<file path="src/rtl/wb_arbiter_if.sv">
// Bus bundle for the writeback arbiter: ALU/memory result inputs, load scoreboard
// queries, and the registered register-file write port.
interface wb_arbiter_if #(
  parameter int WORD_LEN      = 32,
  parameter int REG_IDX_WIDTH = 5,
  parameter int ADDR_SIZE     = 32
);
  logic                     aluValid;
  logic [REG_IDX_WIDTH-1:0] aluAddr;
  logic [WORD_LEN-1:0]      aluData;
  logic [ADDR_SIZE-1:0]     aluPc;
  logic                     memValid;
  logic                     memReady;
  logic [REG_IDX_WIDTH-1:0] memAddr;
  logic [WORD_LEN-1:0]      memData;
  logic [ADDR_SIZE-1:0]     memPc;
  logic                     loadIssue;
  logic [REG_IDX_WIDTH-1:0] loadIssueAddr;
  logic [REG_IDX_WIDTH-1:0] readAddr1;
  logic [REG_IDX_WIDTH-1:0] readAddr2;
  logic                     busy1;
  logic                     busy2;
  logic                     writeEnable;
  logic [REG_IDX_WIDTH-1:0] writeAddr;
  logic [WORD_LEN-1:0]      writeData;
  logic [ADDR_SIZE-1:0]     pc;

  modport slave (
    input  aluValid, aluAddr, aluData, aluPc,
    input  memValid, memAddr, memData, memPc,
    input  loadIssue, loadIssueAddr, readAddr1, readAddr2,
    output memReady, busy1, busy2,
    output writeEnable, writeAddr, writeData, pc
  );

  modport master (
    output aluValid, aluAddr, aluData, aluPc,
    output memValid, memAddr, memData, memPc,
    output loadIssue, loadIssueAddr, readAddr1, readAddr2,
    input  memReady, busy1, busy2,
    input  writeEnable, writeAddr, writeData, pc
  );
endinterface

</file>
<file path="src/rtl/wb_arbiter.sv">
// Writeback arbiter: ALU results first, then queued loads, then load bypass; keeps the
// pending-load scoreboard. Optional WB_STATS_EN adds write/stall counters.
module wb_arbiter #(
  parameter int WORD_LEN      = 32,
  parameter int REG_IDX_WIDTH = 5,
  parameter int ADDR_SIZE     = 32,
  parameter int REG_COUNT     = 32,
  parameter int FIFO_DEPTH    = 4
) (
  input  logic            clk,
  input  logic            rstn,
  wb_arbiter_if.slave     bus
`ifdef WB_STATS_EN
  ,
  output logic [31:0]     statWrites,
  output logic [31:0]     statStalls
`endif
);

  localparam int PTR_W = $clog2(FIFO_DEPTH);
  localparam int CNT_W = $clog2(FIFO_DEPTH + 1);

  typedef struct packed {
    logic [REG_IDX_WIDTH-1:0] addr;
    logic [WORD_LEN-1:0]      data;
    logic [ADDR_SIZE-1:0]     pc;
  } entry_t;

  entry_t                   fifo_q [FIFO_DEPTH];
  logic [PTR_W-1:0]         rd_ptr_q, rd_ptr_d;
  logic [PTR_W-1:0]         wr_ptr_q, wr_ptr_d;
  logic [CNT_W-1:0]         count_q, count_d;
  logic [REG_COUNT-1:0]     busy_q, busy_d;
  logic                     we_q, we_d;
  logic [REG_IDX_WIDTH-1:0] addr_q, addr_d;
  logic [WORD_LEN-1:0]      data_q, data_d;
  logic [ADDR_SIZE-1:0]     pc_q, pc_d;

  logic   fifo_empty, mem_ready, mem_acc, pop, bypass, push;
  entry_t head, mem_in;

  assign fifo_empty = (count_q == '0);
  // Ready depends only on the registered count, never on memValid.
  assign mem_ready  = rstn && (count_q != CNT_W'(FIFO_DEPTH));
  assign mem_acc    = bus.memValid && mem_ready;
  assign pop        = !bus.aluValid && !fifo_empty;
  assign bypass     = !bus.aluValid && fifo_empty && mem_acc;
  assign push       = mem_acc && !bypass;

  assign head   = fifo_q[rd_ptr_q];
  assign mem_in = '{addr: bus.memAddr, data: bus.memData, pc: bus.memPc};

  always_comb begin
    we_d     = 1'b0;
    addr_d   = addr_q;
    data_d   = data_q;
    pc_d     = pc_q;
    busy_d   = busy_q;
    rd_ptr_d = rd_ptr_q;
    wr_ptr_d = wr_ptr_q;
    count_d  = count_q;

    if (bus.aluValid) begin
      we_d   = (bus.aluAddr != '0);
      addr_d = bus.aluAddr;
      data_d = bus.aluData;
      pc_d   = bus.aluPc;
    end else if (pop) begin
      we_d             = (head.addr != '0);
      addr_d           = head.addr;
      data_d           = head.data;
      pc_d             = head.pc;
      busy_d[head.addr] = 1'b0;
      rd_ptr_d         = rd_ptr_q + 1'b1;
    end else if (bypass) begin
      we_d                = (mem_in.addr != '0);
      addr_d              = mem_in.addr;
      data_d              = mem_in.data;
      pc_d                = mem_in.pc;
      busy_d[mem_in.addr] = 1'b0;
    end

    if (push) wr_ptr_d = wr_ptr_q + 1'b1;

    case ({push, pop})
      2'b10:   count_d = count_q + 1'b1;
      2'b01:   count_d = count_q - 1'b1;
      default: count_d = count_q;
    endcase

    // A newly issuing load outranks a retiring one on the same register.
    if (bus.loadIssue) busy_d[bus.loadIssueAddr] = 1'b1;
    busy_d[0] = 1'b0;
  end

  always_ff @(posedge clk) begin
    if (!rstn) begin
      we_q     <= 1'b0;
      addr_q   <= '0;
      data_q   <= '0;
      pc_q     <= '0;
      busy_q   <= '0;
      rd_ptr_q <= '0;
      wr_ptr_q <= '0;
      count_q  <= '0;
    end else begin
      we_q     <= we_d;
      addr_q   <= addr_d;
      data_q   <= data_d;
      pc_q     <= pc_d;
      busy_q   <= busy_d;
      rd_ptr_q <= rd_ptr_d;
      wr_ptr_q <= wr_ptr_d;
      count_q  <= count_d;
    end
  end

  always_ff @(posedge clk) begin
    if (push) fifo_q[wr_ptr_q] <= mem_in;
  end

  assign bus.memReady    = mem_ready;
  assign bus.busy1       = busy_q[bus.readAddr1];
  assign bus.busy2       = busy_q[bus.readAddr2];
  assign bus.writeEnable = we_q;
  assign bus.writeAddr   = addr_q;
  assign bus.writeData   = data_q;
  assign bus.pc          = pc_q;

`ifdef WB_STATS_EN
  logic [31:0] stat_writes_q, stat_stalls_q;

  always_ff @(posedge clk) begin
    if (!rstn) begin
      stat_writes_q <= '0;
      stat_stalls_q <= '0;
    end else begin
      if (we_q) stat_writes_q <= stat_writes_q + 32'd1;
      if (bus.memValid && !mem_ready) stat_stalls_q <= stat_stalls_q + 32'd1;
    end
  end

  assign statWrites = stat_writes_q;
  assign statStalls = stat_stalls_q;
`endif

endmodule

</file>
<file path="src/flat_wrapper.sv">
// flat-port wrapper written by rule: the top's interface ports become plain ports
module wb_arbiter_flat 
#(
  parameter int WORD_LEN      = 32,
  parameter int REG_IDX_WIDTH = 5,
  parameter int ADDR_SIZE     = 32,
  parameter int REG_COUNT     = 32,
  parameter int FIFO_DEPTH    = 4
)
  (clk, rstn, bus_aluValid, bus_aluAddr, bus_aluData, bus_aluPc, bus_memValid, bus_memAddr, bus_memData, bus_memPc, bus_loadIssue, bus_loadIssueAddr, bus_readAddr1, bus_readAddr2, bus_memReady, bus_busy1, bus_busy2, bus_writeEnable, bus_writeAddr, bus_writeData, bus_pc);
  wb_arbiter_if #(.WORD_LEN(WORD_LEN), .REG_IDX_WIDTH(REG_IDX_WIDTH), .ADDR_SIZE(ADDR_SIZE)) bus_i ();
  input  logic clk;
  input  logic rstn;
  input wire logic [$bits(bus_i.aluValid)-1:0] bus_aluValid;
  input wire logic [$bits(bus_i.aluAddr)-1:0] bus_aluAddr;
  input wire logic [$bits(bus_i.aluData)-1:0] bus_aluData;
  input wire logic [$bits(bus_i.aluPc)-1:0] bus_aluPc;
  input wire logic [$bits(bus_i.memValid)-1:0] bus_memValid;
  input wire logic [$bits(bus_i.memAddr)-1:0] bus_memAddr;
  input wire logic [$bits(bus_i.memData)-1:0] bus_memData;
  input wire logic [$bits(bus_i.memPc)-1:0] bus_memPc;
  input wire logic [$bits(bus_i.loadIssue)-1:0] bus_loadIssue;
  input wire logic [$bits(bus_i.loadIssueAddr)-1:0] bus_loadIssueAddr;
  input wire logic [$bits(bus_i.readAddr1)-1:0] bus_readAddr1;
  input wire logic [$bits(bus_i.readAddr2)-1:0] bus_readAddr2;
  output wire logic [$bits(bus_i.memReady)-1:0] bus_memReady;
  output wire logic [$bits(bus_i.busy1)-1:0] bus_busy1;
  output wire logic [$bits(bus_i.busy2)-1:0] bus_busy2;
  output wire logic [$bits(bus_i.writeEnable)-1:0] bus_writeEnable;
  output wire logic [$bits(bus_i.writeAddr)-1:0] bus_writeAddr;
  output wire logic [$bits(bus_i.writeData)-1:0] bus_writeData;
  output wire logic [$bits(bus_i.pc)-1:0] bus_pc;
  assign bus_i.aluValid = bus_aluValid;
  assign bus_i.aluAddr = bus_aluAddr;
  assign bus_i.aluData = bus_aluData;
  assign bus_i.aluPc = bus_aluPc;
  assign bus_i.memValid = bus_memValid;
  assign bus_i.memAddr = bus_memAddr;
  assign bus_i.memData = bus_memData;
  assign bus_i.memPc = bus_memPc;
  assign bus_i.loadIssue = bus_loadIssue;
  assign bus_i.loadIssueAddr = bus_loadIssueAddr;
  assign bus_i.readAddr1 = bus_readAddr1;
  assign bus_i.readAddr2 = bus_readAddr2;
  assign bus_memReady = bus_i.memReady;
  assign bus_busy1 = bus_i.busy1;
  assign bus_busy2 = bus_i.busy2;
  assign bus_writeEnable = bus_i.writeEnable;
  assign bus_writeAddr = bus_i.writeAddr;
  assign bus_writeData = bus_i.writeData;
  assign bus_pc = bus_i.pc;
  wb_arbiter #(.WORD_LEN(WORD_LEN), .REG_IDX_WIDTH(REG_IDX_WIDTH), .ADDR_SIZE(ADDR_SIZE), .REG_COUNT(REG_COUNT), .FIFO_DEPTH(FIFO_DEPTH)) u_core (.clk(clk), .rstn(rstn), .bus(bus_i));
endmodule
</file>
<file path="config.mk">
export PLATFORM = sky130hd
export DESIGN_NAME = wb_arbiter_flat
export DESIGN_NICKNAME = d
export VERILOG_FILES = /design/src/rtl/wb_arbiter_if.sv /design/src/rtl/wb_arbiter.sv /design/src/flat_wrapper.sv
export SDC_FILE = /design/constraint.sdc
export NUM_CORES = 1
export LEC_CHECK = 0
export ABC_AREA = 1
export CAP_MARGIN = 20
export CORE_ASPECT_RATIO = 0.8
export CORE_MARGIN = 4
export CORE_UTILIZATION = 36
export DETAILED_ROUTE_END_ITERATION = 16
export PLACE_DENSITY_LB_ADDON = 0.05
export SLEW_MARGIN = 25
export SYNTH_ARGS = -nofsm -noshare
export SYNTH_HDL_FRONTEND = slang
export SYNTH_SLANG_ARGS = --single-unit
</file>
<file path="constraint.sdc">
create_clock -name clk -period 5.4 [get_ports clk]
set_input_delay 1.08 -clock clk [delete_from_list [all_inputs] [get_ports clk]]
set_output_delay 1.08 -clock clk [all_outputs]
set_load 0.01 [all_outputs]
</file>
==> results.ini, run 1 <==
[global_routing]
grt_start_max_net_pins = 89
gr-usage-met2_pct = 29.4
grtUsageTotal_pct = 19.2
grt_busiest_layer = met2
grt_pass1_vias = 12800
antenna_found_initial = 0
met1_usage_pct = 28.2
grt_first_pass_wirelength_um = 76700
grt_overflow = 0
met3_usage_pct = 4.00

[worst_setup_path]
cp-end-kind = output port
rrSetupSlack_ns = 2.41
required_ns = 4.32
crit_path_max_incr_delay_ns = 0.78
r2r_cells = 8
critPathKind = in -> out
crit_path_max_fanout = 17
crit_end = bus_busy1
crit_start = bus_readAddr1[0]
rr_startpoint = u_core.count_q[1]
cp-start-kind = input pin
cp_num_buf_inv = 3
crit_cells = 10
cp_slowest_cell = clkdlybuf4s50_1
cp_cell_sequence = clkdlybuf4s50_1 -> clkinv_1 -> a21oi_1 -> o21ai_0 -> nand3_1 -> nand3_1 -> nand2_1 -> nand2_1 -> nand2_1 -> clkdlybuf4s50_1
critPathTopFamily = buffers and inverters
cp_common_cell = nand2_1
regToRegEndpoint = u_core.bus.writeData[13]
critPathArrivalTime_ns = 3.67

[synth]
yosys_warnings = 0
yosysTopAreaCellShare_pct = 49.8
syn_inst = 1646
seq_area_frac_synth_pct = 63.0
yosys.area.top_type = edfxtp_1
netlist_area_um2 = 16700
synth_nets = 1810
synth-seq-cells = 386
synth_area_leaders = edfxtp_1, dfxtp_1, a21oi_1, nand2_1, nand3_1
syn_area_per_cell_um2 = 10.1
synthDistinctLibCells = 38

[timing]
max_clock_freq_mhz = 210
period_share_pct = 88.0
setup_violations = 0
finClkSkew_ns = 0.0168
fin_tns_setup_ns = 0
worstMarginPinSlew_ns = 1.07
slew_violations = 0
layout_min_cycle_time_ns = 4.75
rsz0062_at_grt = false
layout_setup_ws_ns = 0.646
finalHoldViolCount = 0
max-slew-margin-rel_pct = 28.4

[die]
core_region_area_um2 = 45700
ios = 231
die-area_um2 = 49800
die_x_um = 248
start_util_pct = 36.4
die_y_um = 200
rows = 70

[layout]
final_util_pct = 45.3
drive_above_1_share_pct = 5.88
fillCellCount = 4347
diodes = 0
multi_input_area_um2 = 5410
seq_area_um2 = 10500
stdcell_count = 2484
layout.nets = 2003
syn2layout_area_growth_pct = 24.4

[clock_network]
cts_root_buffer = clkbuf_16
cts.repair.resized = 0
h-tree-depth = 2
clkLatencyLatePin_ns = 0.54
cts.sink_count = 386
clkSlewWorstSetupHoldPaths_ns = 0.06
hold_buffers = 0
cts_tree = yes
clock_path_buffers = 3
cts_buffers = 42
cts_setup_buffers = 0

[min_path]
holdCritPathClass = reg -> reg

[routing]
ant_nets = 0
remaining_drc_errors = 0
vias_per_cell = 5.20
firstDrtPassIters = 5
routed_wl_um = 49500
wire_per_inst_um = 19.9
vias = 12900
drt_iter0_drc = 849

[pwr]
vdd_ir_drop_max_mv = 0.222
powerDensity_nw_per_um2 = 439
p_leak_nw = 7.36

[placement]
port_buffers = 230
pre_cts_ws_ns = 0.703
dp_hpwl_um = 30200
place_congestion = 0.934
dp.cells = 2407

[run_status]
status = complete, no violations

[run]
drv_cap = 0

-- how the worst min path moves through the flow --
stage                                   from                  to  slack (ns)  cells past startpoint
final                     u_core.wr_ptr_q[0]  u_core.wr_ptr_q[0]        0.51                      1
after floorplan             u_core.busy_q[4]    u_core.busy_q[4]        0.46                      2
after global placement    u_core.wr_ptr_q[0]  u_core.wr_ptr_q[0]        0.49                      1
after CTS                   u_core.busy_q[4]    u_core.busy_q[4]        0.51                      2
after detailed placement    u_core.busy_q[4]    u_core.busy_q[4]        0.50                      2
after global routing      u_core.wr_ptr_q[0]  u_core.wr_ptr_q[0]        0.53                      1
-- layout make-up --
type / count / share of cell area [%]
Timing Repair Buffer: 250 / 11.9
Tap cell: 612 / 3.70
Clock buffer: 67 / 5.92
Multi-Input combinational cell: 1091 / 26.1
Sequential cell: 386 / 50.6
Inverter: 68 / 1.26
Clock inverter: 10 / 0.483
-- cell usage in the layout, fill, tap and decap left out, types with 6 or more instances in the layout --
| master | count |
|---|---|
| a22o_1 | 45 |
| nor3_1 | 10 |
| dfxtp_1 | 109 |
| nor2_1 | 71 |
| clkbuf_1 | 18 |
| inv_2 | 6 |
| clkinv_1 | 8 |
| edfxtp_1 | 276 |
| clkdlybuf4s50_1 | 228 |
| clkbuf_16 | 43 |
| nor2_4 | 9 |
| a211oi_1 | 45 |
| inv_1 | 55 |
| clkbuf_8 | 6 |
| nand2_1 | 357 |
| nand3_1 | 118 |
| buf_4 | 18 |
| a21oi_1 | 278 |
| o21ai_0 | 117 |
-- state kept, by name, indices dropped and copies added, names as in the netlist, named ones only --
register and flops:
u_core.fifo_q 276, u_core.bus.pc 32, u_core.bus.writeData 32, u_core.busy_q 31, u_core.bus.writeAddr 5, u_core.count_q 3
u_core.rd_ptr_q 2, u_core.wr_ptr_q 2, u_core.bus.writeEnable 1
-- power by group --
group	switching [mW]	leakage, nW	internal (mW)	total, mW
logic	1.62	3.31	0.955	2.58
registers	0.221	3.40	3.51	3.73
clock network	1.15	0.647	1.65	2.80
total	2.99	7.36	6.11	9.10
-- logic make-up after synthesis --
family	after synthesis	share of synthesized area, %
compound gates	503	17.0
simple gates	582	14.7
fa+ha+maj	6	0.496
flops	386	63.0
buf+inv	169	4.78
-- per-stage QoR --
stage | power [mW] | area, um^2 | hold WS (ns)
3_5_place_dp | 6.39 | 19400 | 0.499
5_1_grt | 9.63 | 20700 | 0.531
3_3_place_gp | 6.37 | 19400 | 0.492
2_1_floorplan | 5.34 | 16700 | 0.457
4_1_cts | 9.22 | 20700 | 0.507
6_report | 9.10 | 20700 | 0.506
-- synthesized netlist by cell type (all sizes together) --
library cell and n:
a22oi 2, o211ai 4, o21bai 1, a21oi 279
edfxtp 276, dfxtp 110, or2 2, clkbuf 29
o21ai 122, a31oi 4, clkinv 5, buf 72
o2111ai 1, nand2 361, nand3 121, and3 1
nor3 10, nor2 85, nand3b 2, inv 63
a211oi 45, fa 1, a22o 45, ha 5
-- per-layer routing --
| metal | vias up | part of all wire (%) |
|---|---|---|
| li1 | 6250 | - |
| met1 | 6245 | 49 |
| met3 | 60 | 6.2 |
| met5 | - | 0 |
| met4 | 0 | 1.8 |
| met2 | 362 | 43 |
-- worst register-to-register path: cells and delay by family, from the launching register on --
family	cells	cell delay, ns
flops	1	0.35
buf+inv	3	1.27
simple gates	3	0.96
compound gates	2	0.28
Power figures use the tool's default switching activity.
==> inputs of run 2 (changes only) <==
--- a/config.mk
+++ b/config.mk
@@ -7,9 +7,10 @@
 export LEC_CHECK = 0
 export ABC_AREA = 1
 export CAP_MARGIN = 20
-export CORE_ASPECT_RATIO = 0.8
+export CORE_ASPECT_RATIO = 0.75
 export CORE_MARGIN = 4
 export CORE_UTILIZATION = 36
+export CTS_CLUSTER_SIZE = 8
 export DETAILED_ROUTE_END_ITERATION = 16
 export PLACE_DENSITY_LB_ADDON = 0.05
 export SLEW_MARGIN = 25
==> results.ini, run 2 (synthesized netlist as in run 1, its figures left out) <==
[die]
rows = 67
start_util_pct = 36.9
core_region_area_um2 = 45200
die_x_um = 256
ios = 231
die_y_um = 194
die-area_um2 = 49800

[pwr]
clock_power_share_pct = 33.4
p_int_mw = 6.40
powerDensity_nw_per_um2 = 453
p_comb_share_pct = 27.8
vdd_ir_drop_max_mv = 0.297
p_leak_nw = 7.49
power.share.sequential_pct = 38.8
fin_total_pwr_mw = 9.51
p_sw_share_pct = 32.7
netSwitchingPower_mw = 3.11

[clock_network]
cts.sink_count = 386
clkSlewWorstSetupHoldPaths_ns = 0.06
cts_tree = yes
cts_setup_buffers = 0
clkLatencyLatePin_ns = 0.57
cts.repair.resized = 0
h-tree-depth = 2
clock_path_buffers = 3
cts_root_buffer = clkbuf_16
cts_buffers = 54
hold_buffers = 0

[worst_setup_path]
cp_slowest_cell = clkdlybuf4s50_1
critPathArrivalTime_ns = 3.63
cp-end-kind = output port
rr_startpoint = u_core.count_q[0]
crit_path_max_incr_delay_ns = 0.79
required_ns = 4.32
critPathTopFamily = buffers and inverters
critPathKind = in -> out
cp_cell_sequence = clkdlybuf4s50_1 -> clkinv_1 -> a21oi_1 -> o21ai_0 -> nand3_1 -> nand3_1 -> nand2_1 -> nand2_1 -> nand2_1 -> clkdlybuf4s50_1
rrSetupSlack_ns = 2.47
cp_common_cell = nand2_1
cp_num_buf_inv = 3
crit_path_max_fanout = 17
r2r_cells = 12
regToRegEndpoint = u_core.count_q[2]
crit_cells = 10
cp-start-kind = input pin

[min_path]
min_to = u_core.busy_q[6]
holdCritPathClass = reg -> reg
hold-path-cell-count = 2
worstHoldStart = u_core.busy_q[6]

[routing]
routed_wl_um = 51300
firstDrtPassIters = 7
ant_nets = 0
vias_per_cell = 5.30
remaining_drc_errors = 0
wire_per_inst_um = 20.6
drt_iter0_drc = 996
vias = 13200

[timing]
max_clock_freq_mhz = 212
setup_violations = 0
max-slew-margin-rel_pct = 40.8
finalHoldViolCount = 0
layout_min_cycle_time_ns = 4.71
finClkSkew_ns = 0.0188
fin_tns_setup_ns = 0
slew_violations = 0
worstMarginPinSlew_ns = 0.887
rsz0062_at_grt = false
period_share_pct = 87.3

[global_routing]
grt_first_pass_wirelength_um = 79100
grt_overflow = 0
antenna_found_initial = 1
met3_usage_pct = 3.49
grt_pass1_vias = 13200
grt_start_max_net_pins = 96
met1_usage_pct = 29.6
grtUsageTotal_pct = 20.0
gr-usage-met2_pct = 30.8
grt_busiest_layer = met2

[placement]
dp_hpwl_um = 31500
place_congestion = 0.896
port_buffers = 230

[layout]
drive_above_1_share_pct = 6.01
largest-register = u_core.fifo_q
layout.nets = 2017
final_cell_mix = nand2_1, a21oi_1, edfxtp_1
fillCellCount = 4275
largest_register_ffs = 276
final_common_cell = nand2_1
syn2layout_area_growth_pct = 26.0

[run_status]
status = complete, no violations

[run]
drv_cap = 0

## run 2: worst min-delay path: stages, from the launching register on
cell and delay [ns]:
dfxtp_1 0.32, nand3_1 0.08, a21oi_1 0.05
## run 2: stage by stage
step / instance area [um^2] / setup WS, ns / std cells / utilization [%] / hold slack, ns
after floorplan: 16700 / 0.244 / 1646 / - / 0.457
after global placement: 19400 / 0.807 / 2382 / 42.9 / 0.489
after detailed placement: 19400 / 0.727 / 2382 / 42.9 / 0.487
after CTS: 21000 / 0.704 / 2481 / 46.4 / 0.495
after global routing: 21000 / 0.415 / 2482 / 46.4 / 0.520
final: 21000 / 0.687 / 2483 / 46.4 / 0.495
## run 2: area by class of cell
type                            count  area [um^2]  share of cell area [%]
Antenna cell                        1         2.50                  0.0119
Inverter                           68          260                    1.24
Clock buffer                       97         1560                    7.41
Clock inverter                      2         38.8                   0.185
Timing Repair Buffer              252         2490                    11.9
Tap cell                          586          733                    3.49
Sequential cell                   386        10500                    50.0
Multi-Input combinational cell   1091         5400                    25.7
## run 2: worst max path at each step
stage / start / to / slack, ns
3_5_place_dp: bus_readAddr2[0] / bus_busy2 / 0.73
6_report: bus_readAddr1[0] / bus_busy1 / 0.69
5_1_grt: bus_readAddr2[0] / bus_busy2 / 0.41
2_1_floorplan: bus_aluValid / u_core.fifo_q[0][0] / 0.24
3_3_place_gp: bus_readAddr2[0] / bus_busy2 / 0.81
4_1_cts: bus_readAddr1[0] / bus_busy1 / 0.70
## run 2: power groups by stage
stage	Combinational, mW	Clock (mW)	Sequential, mW
after floorplan	1.55	0	3.78
after global placement	2.58	0	3.80
after detailed placement	2.61	0	3.80
after CTS	2.62	3.26	3.74
after global routing	2.93	3.40	3.72
final	2.65	3.17	3.69
## run 2: per-layer routing
layer	up-vias	part of all wire, %
met2	381	44
met4	0	1.7
met5	-	0
li1	6285	-
met3	71	5.4
met1	6422	49
==> inputs of run 3 (changes only) <==
--- a/config.mk
+++ b/config.mk
@@ -12,6 +12,7 @@
 export CORE_UTILIZATION = 36
 export CTS_CLUSTER_SIZE = 8
 export DETAILED_ROUTE_END_ITERATION = 16
+export MAX_ROUTING_LAYER = met4
 export PLACE_DENSITY_LB_ADDON = 0.05
 export SLEW_MARGIN = 25
 export SYNTH_ARGS = -nofsm -noshare
==> results.ini, run 3 (synthesized netlist as in run 1, its figures left out) <==
[clock_network]
cts.repair.resized = 0
cts_root_buffer = clkbuf_16
clkLatencyLatePin_ns = 0.57
cts_buffers = 54
clkSlewWorstSetupHoldPaths_ns = 0.05
hold_buffers = 0
cts_tree = yes
cts_setup_buffers = 0
clock_path_buffers = 3
h-tree-depth = 2
cts.sink_count = 386

[layout]
drive_above_1_share_pct = 5.91
final_common_cell = nand2_1
final_util_pct = 46.4
syn2layout_area_growth_pct = 26.0
seq_area_um2 = 10500
fillCellCount = 4273
layout.nets = 2015
final_area_um2 = 21000
largest-register = u_core.fifo_q
largest_register_ffs = 276
multi_input_area_um2 = 5400
final_cell_mix = nand2_1, a21oi_1, edfxtp_1

[worst_setup_path]
cp-start-kind = input pin
cp-end-kind = output port
critPathArrivalTime_ns = 3.63
crit_path_max_fanout = 17
required_ns = 4.32
critPathKind = in -> out

[pwr]
vdd_ir_drop_max_mv = 0.238
p_leak_nw = 7.47
powerDensity_nw_per_um2 = 453

[global_routing]
grt_overflow = 0
antenna_found_initial = 2
grtUsageTotal_pct = 20.4
grt_pass1_vias = 13100
grt_start_max_net_pins = 89
grt_first_pass_wirelength_um = 78700

[die]
ios = 231
core_region_area_um2 = 45200
rows = 67
die_x_um = 256
die-area_um2 = 49800
start_util_pct = 36.9
die_y_um = 194

[timing]
rsz0062_at_grt = false
timing.hold.ws_ns = 0.503
finClkSkew_ns = 0.0141
setup_violations = 0
layout_setup_ws_ns = 0.695
finalHoldViolCount = 0
slew_violations = 0
period_share_pct = 87.1
max_clock_freq_mhz = 213
max-slew-margin-rel_pct = 33.0
fin_tns_setup_ns = 0
worstMarginPinSlew_ns = 1.00
layout_min_cycle_time_ns = 4.71

[run]
drv_cap = 0

[placement]
dp_hpwl_um = 30900
pre_cts_ws_ns = 0.709
port_buffers = 230
place_congestion = 0.939
postPlaceCellArea_um2 = 19400

[routing]
vias_per_cell = 5.28
ant_nets = 0
firstDrtPassIters = 5
vias = 13100
wire_per_inst_um = 20.5
drt_iter0_drc = 892
routed_wl_um = 50800
remaining_drc_errors = 0

[min_path]
holdCritPathClass = reg -> reg

[run_status]
status = complete, no violations

run 3: cell types whose count changed in the layout (fill, tap and decap cells not counted), sizes merged:
| cell | before | now |
|---|---|---|
| clkinvlp | 0 | 1 |
| clkinv | 7 | 6 |
| diode | 1 | 2 |
| buf | 24 | 22 |
| clkbuf | 97 | 98 |
run 3: worst paths after layout:
check                        start           endpoint  slack [ns]  depth (start not counted)
setup reg to reg         flip-flop  u_core.busy_q[23]        2.40                          9
setup / recovery  bus_readAddr1[0]          bus_busy1        0.69                         10
hold / removal    u_core.busy_q[6]   u_core.busy_q[6]        0.50                          2
hold reg to reg   u_core.busy_q[6]   u_core.busy_q[6]        0.50                          2
run 3: power breakdown:
| group | switching (mW) | internal (mW) | total [mW] |
|---|---|---|---|
| combinational | 1.63 | 0.963 | 2.59 |
| clock | 1.25 | 1.93 | 3.17 |
| sequential | 0.224 | 3.51 | 3.73 |
run 3: metal layers:
metal	wire (um)	global-route usage [%]
met5	0	-
met3	2630	3.26
met2	22000	29.6
met4	1140	5.08
met1	25000	30.0
run 3: through the flow:
stage / total power [mW] / instances
4_1_cts: 9.63 / 2481
6_report: 9.50 / 2483
2_1_floorplan: 5.34 / 1646
3_3_place_gp: 6.39 / 2381
5_1_grt: 10.0 / 2483
3_5_place_dp: 6.42 / 2381
run 3: area by class of cell:
class                   count  share of cell area [%]
flip-flops and latches    386                    50.0
multi-input cells        1091                    25.7
clock buffers              98                    7.43
repair buffers            250                    11.9
inverters                  68                    1.24
well taps                 586                    3.49
clock inverters             2                   0.179
diodes                      2                  0.0239
run 3: worst max-delay path, stage by stage:
cell             delay [ns]
clkdlybuf4s50_1        0.78
clkinv_1               0.49
a21oi_1                0.25
o21ai_0                0.11
nand3_1                0.09
nand3_1                0.08
nand2_1                0.07
nand2_1                0.05
nand2_1                0.07
clkdlybuf4s50_1        0.55
